==> config.mk <==
export PLATFORM = sky130hd
export DESIGN_NAME = dsp_mac_engine
export DESIGN_NICKNAME = d
export VERILOG_FILES = /design/src/rtl/dsp_pkg.sv /design/src/rtl/dsp_mult_pipe.sv /design/src/rtl/dsp_mac_engine.sv
export SDC_FILE = /design/constraint.sdc
export NUM_CORES = 2
export LEC_CHECK = 0
export BUFFER_PORTS_ARGS = -buffer_cell sky130_fd_sc_hd__buf_2
export CAP_MARGIN = 20
export CELL_PAD_IN_SITES_DETAIL_PLACEMENT = 0
export CELL_PAD_IN_SITES_GLOBAL_PLACEMENT = 1
export CORE_ASPECT_RATIO = 1.75
export CORE_MARGIN = 2
export CORE_UTILIZATION = 44
export DETAILED_ROUTE_END_ITERATION = 10
export PLACE_DENSITY_LB_ADDON = 0.3
export RECOVER_POWER = 25
export SYNTH_ARGS = -nofsm -noshare
export SYNTH_HDL_FRONTEND = slang
export SYNTH_SLANG_ARGS = --single-unit
==> constraint.sdc <==
create_clock -name CLK -period 17.8 [get_ports CLK]
set_clock_uncertainty 0.2 [all_clocks]
set_input_delay 5.34 -clock CLK [delete_from_list [all_inputs] [get_ports CLK]]
set_output_delay 5.34 -clock CLK [all_outputs]
set_load 0.1 [all_outputs]
==> src/rtl/dsp_pkg.sv <==
// Shared types and helpers for the multi-channel DSP MAC engine.
// Optional saturation is selected by the DSP_MAC_SATURATE_EN macro in the top.
package dsp_pkg;

    typedef enum logic [1:0] {
        OP_MUL  = 2'b00,
        OP_MULC = 2'b01,
        OP_ACC  = 2'b10,
        OP_SUB  = 2'b11
    } opmode_e;

    // MSB patterns used to build the saturation limits at any width
    localparam logic SAT_POS_MSB = 1'b0;
    localparam logic SAT_NEG_MSB = 1'b1;

    function automatic int ch_w(input int channels);
        return (channels > 1) ? $clog2(channels) : 1;
    endfunction

endpackage

==> src/rtl/dsp_mult_pipe.sv <==
// Signed A*B multiplier with STAGES pipeline registers and a common enable.
// A sideband bus travels alongside the product so it stays beat-aligned.
module dsp_mult_pipe #(
    parameter int A_W    = 25,
    parameter int B_W    = 18,
    parameter int SB_W   = 1,
    parameter int STAGES = 2
) (
    input  logic                    clk,
    input  logic                    rst,
    input  logic                    en,
    input  logic                    in_valid,
    input  logic signed [A_W-1:0]   a,
    input  logic signed [B_W-1:0]   b,
    input  logic [SB_W-1:0]         in_sb,
    output logic                    out_valid,
    output logic signed [A_W+B_W-1:0] out_prod,
    output logic [SB_W-1:0]         out_sb
);

    localparam int PW = A_W + B_W;

    logic signed [PW-1:0] prod_q  [STAGES];
    logic                 valid_q [STAGES];
    logic [SB_W-1:0]      sb_q    [STAGES];

    // Product, valid and sideband shift one stage per enabled cycle
    always_ff @(posedge clk or posedge rst) begin
        if (rst) begin
            for (int i = 0; i < STAGES; i++) begin
                prod_q[i]  <= '0;
                valid_q[i] <= 1'b0;
                sb_q[i]    <= '0;
            end
        end else if (en) begin
            prod_q[0]  <= PW'(a) * PW'(b);
            valid_q[0] <= in_valid;
            sb_q[0]    <= in_sb;
            for (int i = 1; i < STAGES; i++) begin
                prod_q[i]  <= prod_q[i-1];
                valid_q[i] <= valid_q[i-1];
                sb_q[i]    <= sb_q[i-1];
            end
        end
    end

    assign out_valid = valid_q[STAGES-1];
    assign out_prod  = prod_q[STAGES-1];
    assign out_sb    = sb_q[STAGES-1];

endmodule

==> src/rtl/dsp_mac_engine.sv <==
// Multi-channel signed MAC: multiplier pipe, per-channel accumulators, pattern detect.
// Define DSP_MAC_SATURATE_EN to clamp overflowing results instead of wrapping.
module dsp_mac_engine
    import dsp_pkg::*;
#(
    parameter int A_W      = 25,
    parameter int B_W      = 18,
    parameter int P_W      = 48,
    parameter int M_STAGES = 2,
    parameter int CHANNELS = 4,
    localparam int CH_W    = ch_w(CHANNELS)
) (
    input  logic                  CLK,
    input  logic                  RST,
    input  logic                  IN_VALID,
    output logic                  IN_READY,
    input  logic [CH_W-1:0]       IN_CH,
    input  logic                  IN_LAST,
    input  logic [1:0]            OPMODE,
    input  logic signed [A_W-1:0] A,
    input  logic signed [B_W-1:0] B,
    input  logic signed [P_W-1:0] C,
    input  logic [P_W-1:0]        PATTERN,
    input  logic [P_W-1:0]        MASK,
    output logic                  OUT_VALID,
    input  logic                  OUT_READY,
    output logic signed [P_W-1:0] OUT_P,
    output logic [CH_W-1:0]       OUT_CH,
    output logic                  OUT_LAST,
    output logic                  OVERFLOW,
    output logic                  PATTERN_DETECT
);

    localparam int SB_W = 2 + CH_W + 1 + P_W;
    localparam int ACC_N = 2 ** CH_W;

    localparam logic [P_W-1:0] P_MAX = {SAT_POS_MSB, {(P_W-1){SAT_NEG_MSB}}};
    localparam logic [P_W-1:0] P_MIN = {SAT_NEG_MSB, {(P_W-1){SAT_POS_MSB}}};

    logic                      advance;
    logic                      m_valid;
    logic signed [A_W+B_W-1:0] m_prod;
    logic [SB_W-1:0]           m_sb;
    logic [1:0]                m_op;
    logic [CH_W-1:0]           m_ch;
    logic                      m_last;
    logic signed [P_W-1:0]     m_c;
    logic                      in_range;
    logic                      acc_we;

    logic signed [P_W-1:0] acc [ACC_N];

    opmode_e               op;
    logic signed [P_W-1:0] prod_ext;
    logic signed [P_W-1:0] acc_rd;
    logic signed [P_W-1:0] opa;
    logic signed [P_W-1:0] opb;
    logic signed [P_W-1:0] sum;
    logic signed [P_W-1:0] res;
    logic                  ovf;
    logic                  pd;

    // One global stall: nothing moves while a result waits for the consumer
    assign advance  = !OUT_VALID || OUT_READY;
    assign IN_READY = advance;

    dsp_mult_pipe #(
        .A_W    (A_W),
        .B_W    (B_W),
        .SB_W   (SB_W),
        .STAGES (M_STAGES)
    ) u_mult (
        .clk       (CLK),
        .rst       (RST),
        .en        (advance),
        .in_valid  (IN_VALID),
        .a         (A),
        .b         (B),
        .in_sb     ({OPMODE, IN_CH, IN_LAST, C}),
        .out_valid (m_valid),
        .out_prod  (m_prod),
        .out_sb    (m_sb)
    );

    assign {m_op, m_ch, m_last, m_c} = m_sb;
    assign in_range = int'(m_ch) < CHANNELS;
    assign acc_we   = advance && m_valid && in_range;

    // ALU: pick addends by mode, add modulo 2^P_W, flag signed overflow
    always_comb begin
        op       = opmode_e'(m_op);
        prod_ext = P_W'(m_prod);
        acc_rd   = in_range ? acc[m_ch] : '0;
        opa      = '0;
        opb      = prod_ext;
        unique case (op)
            OP_MUL:  opa = '0;
            OP_MULC: opa = m_c;
            OP_ACC:  opa = acc_rd;
            OP_SUB: begin
                opa = acc_rd;
                opb = -prod_ext;
            end
        endcase
        sum = opa + opb;
        ovf = (opa[P_W-1] == opb[P_W-1]) && (sum[P_W-1] != opa[P_W-1]);
`ifdef DSP_MAC_SATURATE_EN
        res = ovf ? (opa[P_W-1] ? P_MIN : P_MAX) : sum;
`else
        res = sum;
`endif
        pd = ((res ^ PATTERN) & ~MASK) == '0;
    end

    // Accumulator update on retire; IN_LAST restarts the channel from zero
    always_ff @(posedge CLK or posedge RST) begin
        if (RST) begin
            for (int i = 0; i < ACC_N; i++) begin
                acc[i] <= '0;
            end
        end else if (acc_we) begin
            acc[m_ch] <= m_last ? '0 : res;
        end
    end

    // Output register holds everything while the consumer stalls
    always_ff @(posedge CLK or posedge RST) begin
        if (RST) begin
            OUT_VALID      <= 1'b0;
            OUT_P          <= '0;
            OUT_CH         <= '0;
            OUT_LAST       <= 1'b0;
            OVERFLOW       <= 1'b0;
            PATTERN_DETECT <= 1'b0;
        end else if (advance) begin
            OUT_VALID <= m_valid;
            if (m_valid) begin
                OUT_P          <= res;
                OUT_CH         <= m_ch;
                OUT_LAST       <= m_last;
                OVERFLOW       <= ovf;
                PATTERN_DETECT <= pd;
            end
        end
    end

endmodule

==> flow_summary.toml <==
[run_status]
status = "finished with violations"
violations = "capacitance limit, slew limit"

[route]
drtIter0Drc = 1790
finalWirelength_mm = 117
vias = 30500
avgRoutedWirePerCell_um = 20.3
postRouteAntennaNets = 0
drc = 0
routed_via_density = 5.33
first_pass_iters = 7

[clocking]
clkSinkCount = 440
htree_num_levels = 2
cts_tree = "yes"
cts_buffer_depth = 3
clk_pin_slew_worst_paths_ns = 0.06
cts_buffers = 39
insertion_delay_ns = 0.58
cts-root-buf = "clkbuf_16"
hold_buffers = 0
post-cts-setup-buffers = 0
cts_resized = 0

[global_routing]
grt_pass1_wl_mm = 182
grt_pass1_vias = 31600
gr-total-overflow = 0
globalRouteTotalUtil_pct = 25.7
grt_max_degree = 171
antenna_found_initial = 8

[critical_path]
cp_data_required_time_ns = 12.26
cp_slowest_cell = "clkbuf_1"
crit_chain = "clkbuf_1, nor2b_1, clkbuf_1, inv_6, buf_2"
worstPathMaxFanout = 70
critPathKind = "in -> out"
crit_top_cell = "clkbuf_1"
cp-start-kind = "primary input"
endpoint_kind = "primary output"
arrival_ns = 8.54
max_stage_delay_ns = 1.69

[yosys]
synth_cell_type_count = 94
yosysWarnings = 0
ys.flop_type = "dfrtp_1"
ys_async_sr_fraction_pct = 100
synth_fp_nets = 5229
yosys-top-cells-area = "dfrtp_1 (28%), fa_1 (22%), nand2_1 (11%)"
syn_area_per_cell_sq_um = 8.87
syn_area_sq_mm = 0.0394
synth-edff-count = 0
synth_common_cells = "nand2_1 (1153), inv_1 (537), fa_1 (442)"
synth-seq-cells = 440
yosys.area.top_type = "dfrtp_1"
yosysTopAreaCellShare_pct = 28.0
synthCells = 4436
seq_area_frac_synth_pct = 28.0
yosysMostFrequentCell = "nand2_1"

[sta]
fin_crit_sh_pct = 79.1
finalCriticalPeriod_ns = 14.08
slew_viol_final = 156
hold_ws_ns = 0.265
worst_pin_slew_ns = 4.90
finalHoldViolCount = 0
finalSetupTns_ns = 0
setup_violations = 0
rsz0062_at_grt = "no"
max_freq_mhz = 71.0
relSlewSlack_pct = -229

[die]
die_y_um = 400
boundaryPins = 251
dieArea_sq_mm = 0.0919
die_w_um = 230
core_area_sq_mm = 0.0889
rows = 145
initial_utilization_pct = 44.3

[final_layout]
nFillCells = 8798
drive_gt1_share_pct = 10.1
syn2layout_area_growth_pct = 8.53
instances_no_fill = 5726
nets = 5312

[placed_design]
hpwl_mm = 89.0
port_buffers = 250
place.gp.congestion = 0.957
place_inst = 5654

[run]
maxCapViolCount = 2

[min_path]
min_path_type = "reg -> reg"
==> state kept, by name, indices dropped and copies added, names as in the netlist <==
signal,count
u_mult.out_prod,43
OUT_LAST,1
OUT_VALID,1
u_mult.out_sb,53
acc,192
u_mult.sb_q,53
OVERFLOW,1
OUT_P,48
PATTERN_DETECT,1
OUT_CH,2
u_mult.valid_q,1
u_mult.prod_q,43
u_mult.out_valid,1
==> cell families after synthesis <==
kind of cell / share of synthesized area, %
AND/OR/NAND/NOR: 19.0
buffers and inverters: 7.48
AO/OA/AOI/OAI: 10.5
adder cells (fa/ha/maj): 27.4
flip-flops: 28.0
XOR/XNOR: 3.97
multiplexers: 3.66
==> routing by layer <==
metal | wire, um | up-vias | share of wire [%] | track usage (%)
met5 | 55 | - | 0.047 | 0
met4 | 5910 | 8 | 5.1 | 11.9
met3 | 4610 | 247 | 4.0 | 2.42
met2 | 60200 | 815 | 52 | 47.2
met1 | 45700 | 15100 | 39 | 30.1
li1 | - | 14300 | - | -
==> per-stage QoR <==
step | setup WS [ns] | cell area (sq um) | util [%]
final | 3.72 | 42700 | 48.0
after global routing | 3.39 | 42700 | 48.0
after CTS | 5.35 | 42700 | 48.1
after detailed placement | 5.32 | 41500 | 46.6
after global placement | 5.34 | 41500 | 46.6
after floorplan | 0.00150 | 39400 | -
==> layout by cell type (no fill, tap or decap), types with 8 or more instances in the layout <==
cell       instances
nand3_1           20
a41oi_1            8
nor2_1           139
ha_1             155
nor2b_1           19
mux2i_1            9
fa_1             442
o21bai_1           9
or2_2             23
clkbuf_1          14
and2_1           169
or3_1              9
o21a_1            17
nor3_1            35
and3_1            15
xor2_1            79
buf_2            250
xnor2_1           84
a21o_1            34
nand2b_1          38
nand2_1         1152
a211oi_1          16
clkbuf_16         40
o31ai_1           78
inv_1            536
mux2_2            24
dfrtp_1          435
buf_4             23
nand4_1           23
a31oi_1           17
a21oi_1          122
nor4_1            20
o21ai_0          285
mux4_2            48
==> worst max-delay path, delay by kind of cell <==
kind | cells | cell delay, ns
simple gates | 1 | 0.16
buf+inv | 4 | 2.97
==> final cells by class <==
cell class                 instances  area [sq um]  share of cell area (%)
clock inverter                    13           140                   0.328
multi-input combinational       3221         25400                    59.5
timing repair buffer             279          1510                    3.54
tap                             1176          1470                    3.45
antenna                            1          2.50                 0.00586
inverter                         538          2030                    4.74
clock buffer                      58          1130                    2.64
sequential                       440         11000                    25.8
==> worst paths after layout <==
| path | endpoint | from | slack (ns) | cells past startpoint |
|---|---|---|---|---|
| setup / recovery | IN_READY | OUT_READY | 3.72 | 5 |
| max in group asynchronous | u_mult.out_sb[49] | RST | 8.66 | 2 |
| min in group asynchronous | u_mult.sb_q[62] | RST | 6.08 | 2 |
| hold / removal | u_mult.prod_q[44] | u_mult.prod_q[44] | 0.27 | 2 |
| hold reg to reg | u_mult.prod_q[44] | u_mult.prod_q[44] | 0.27 | 2 |
| setup reg to reg | PATTERN_DETECT | u_mult.out_prod[7] | 9.81 | 23 |
Power is left out: the tool's default activity adds up to more than one toggle a clock period on the data nets, which glitch-free logic cannot reach.
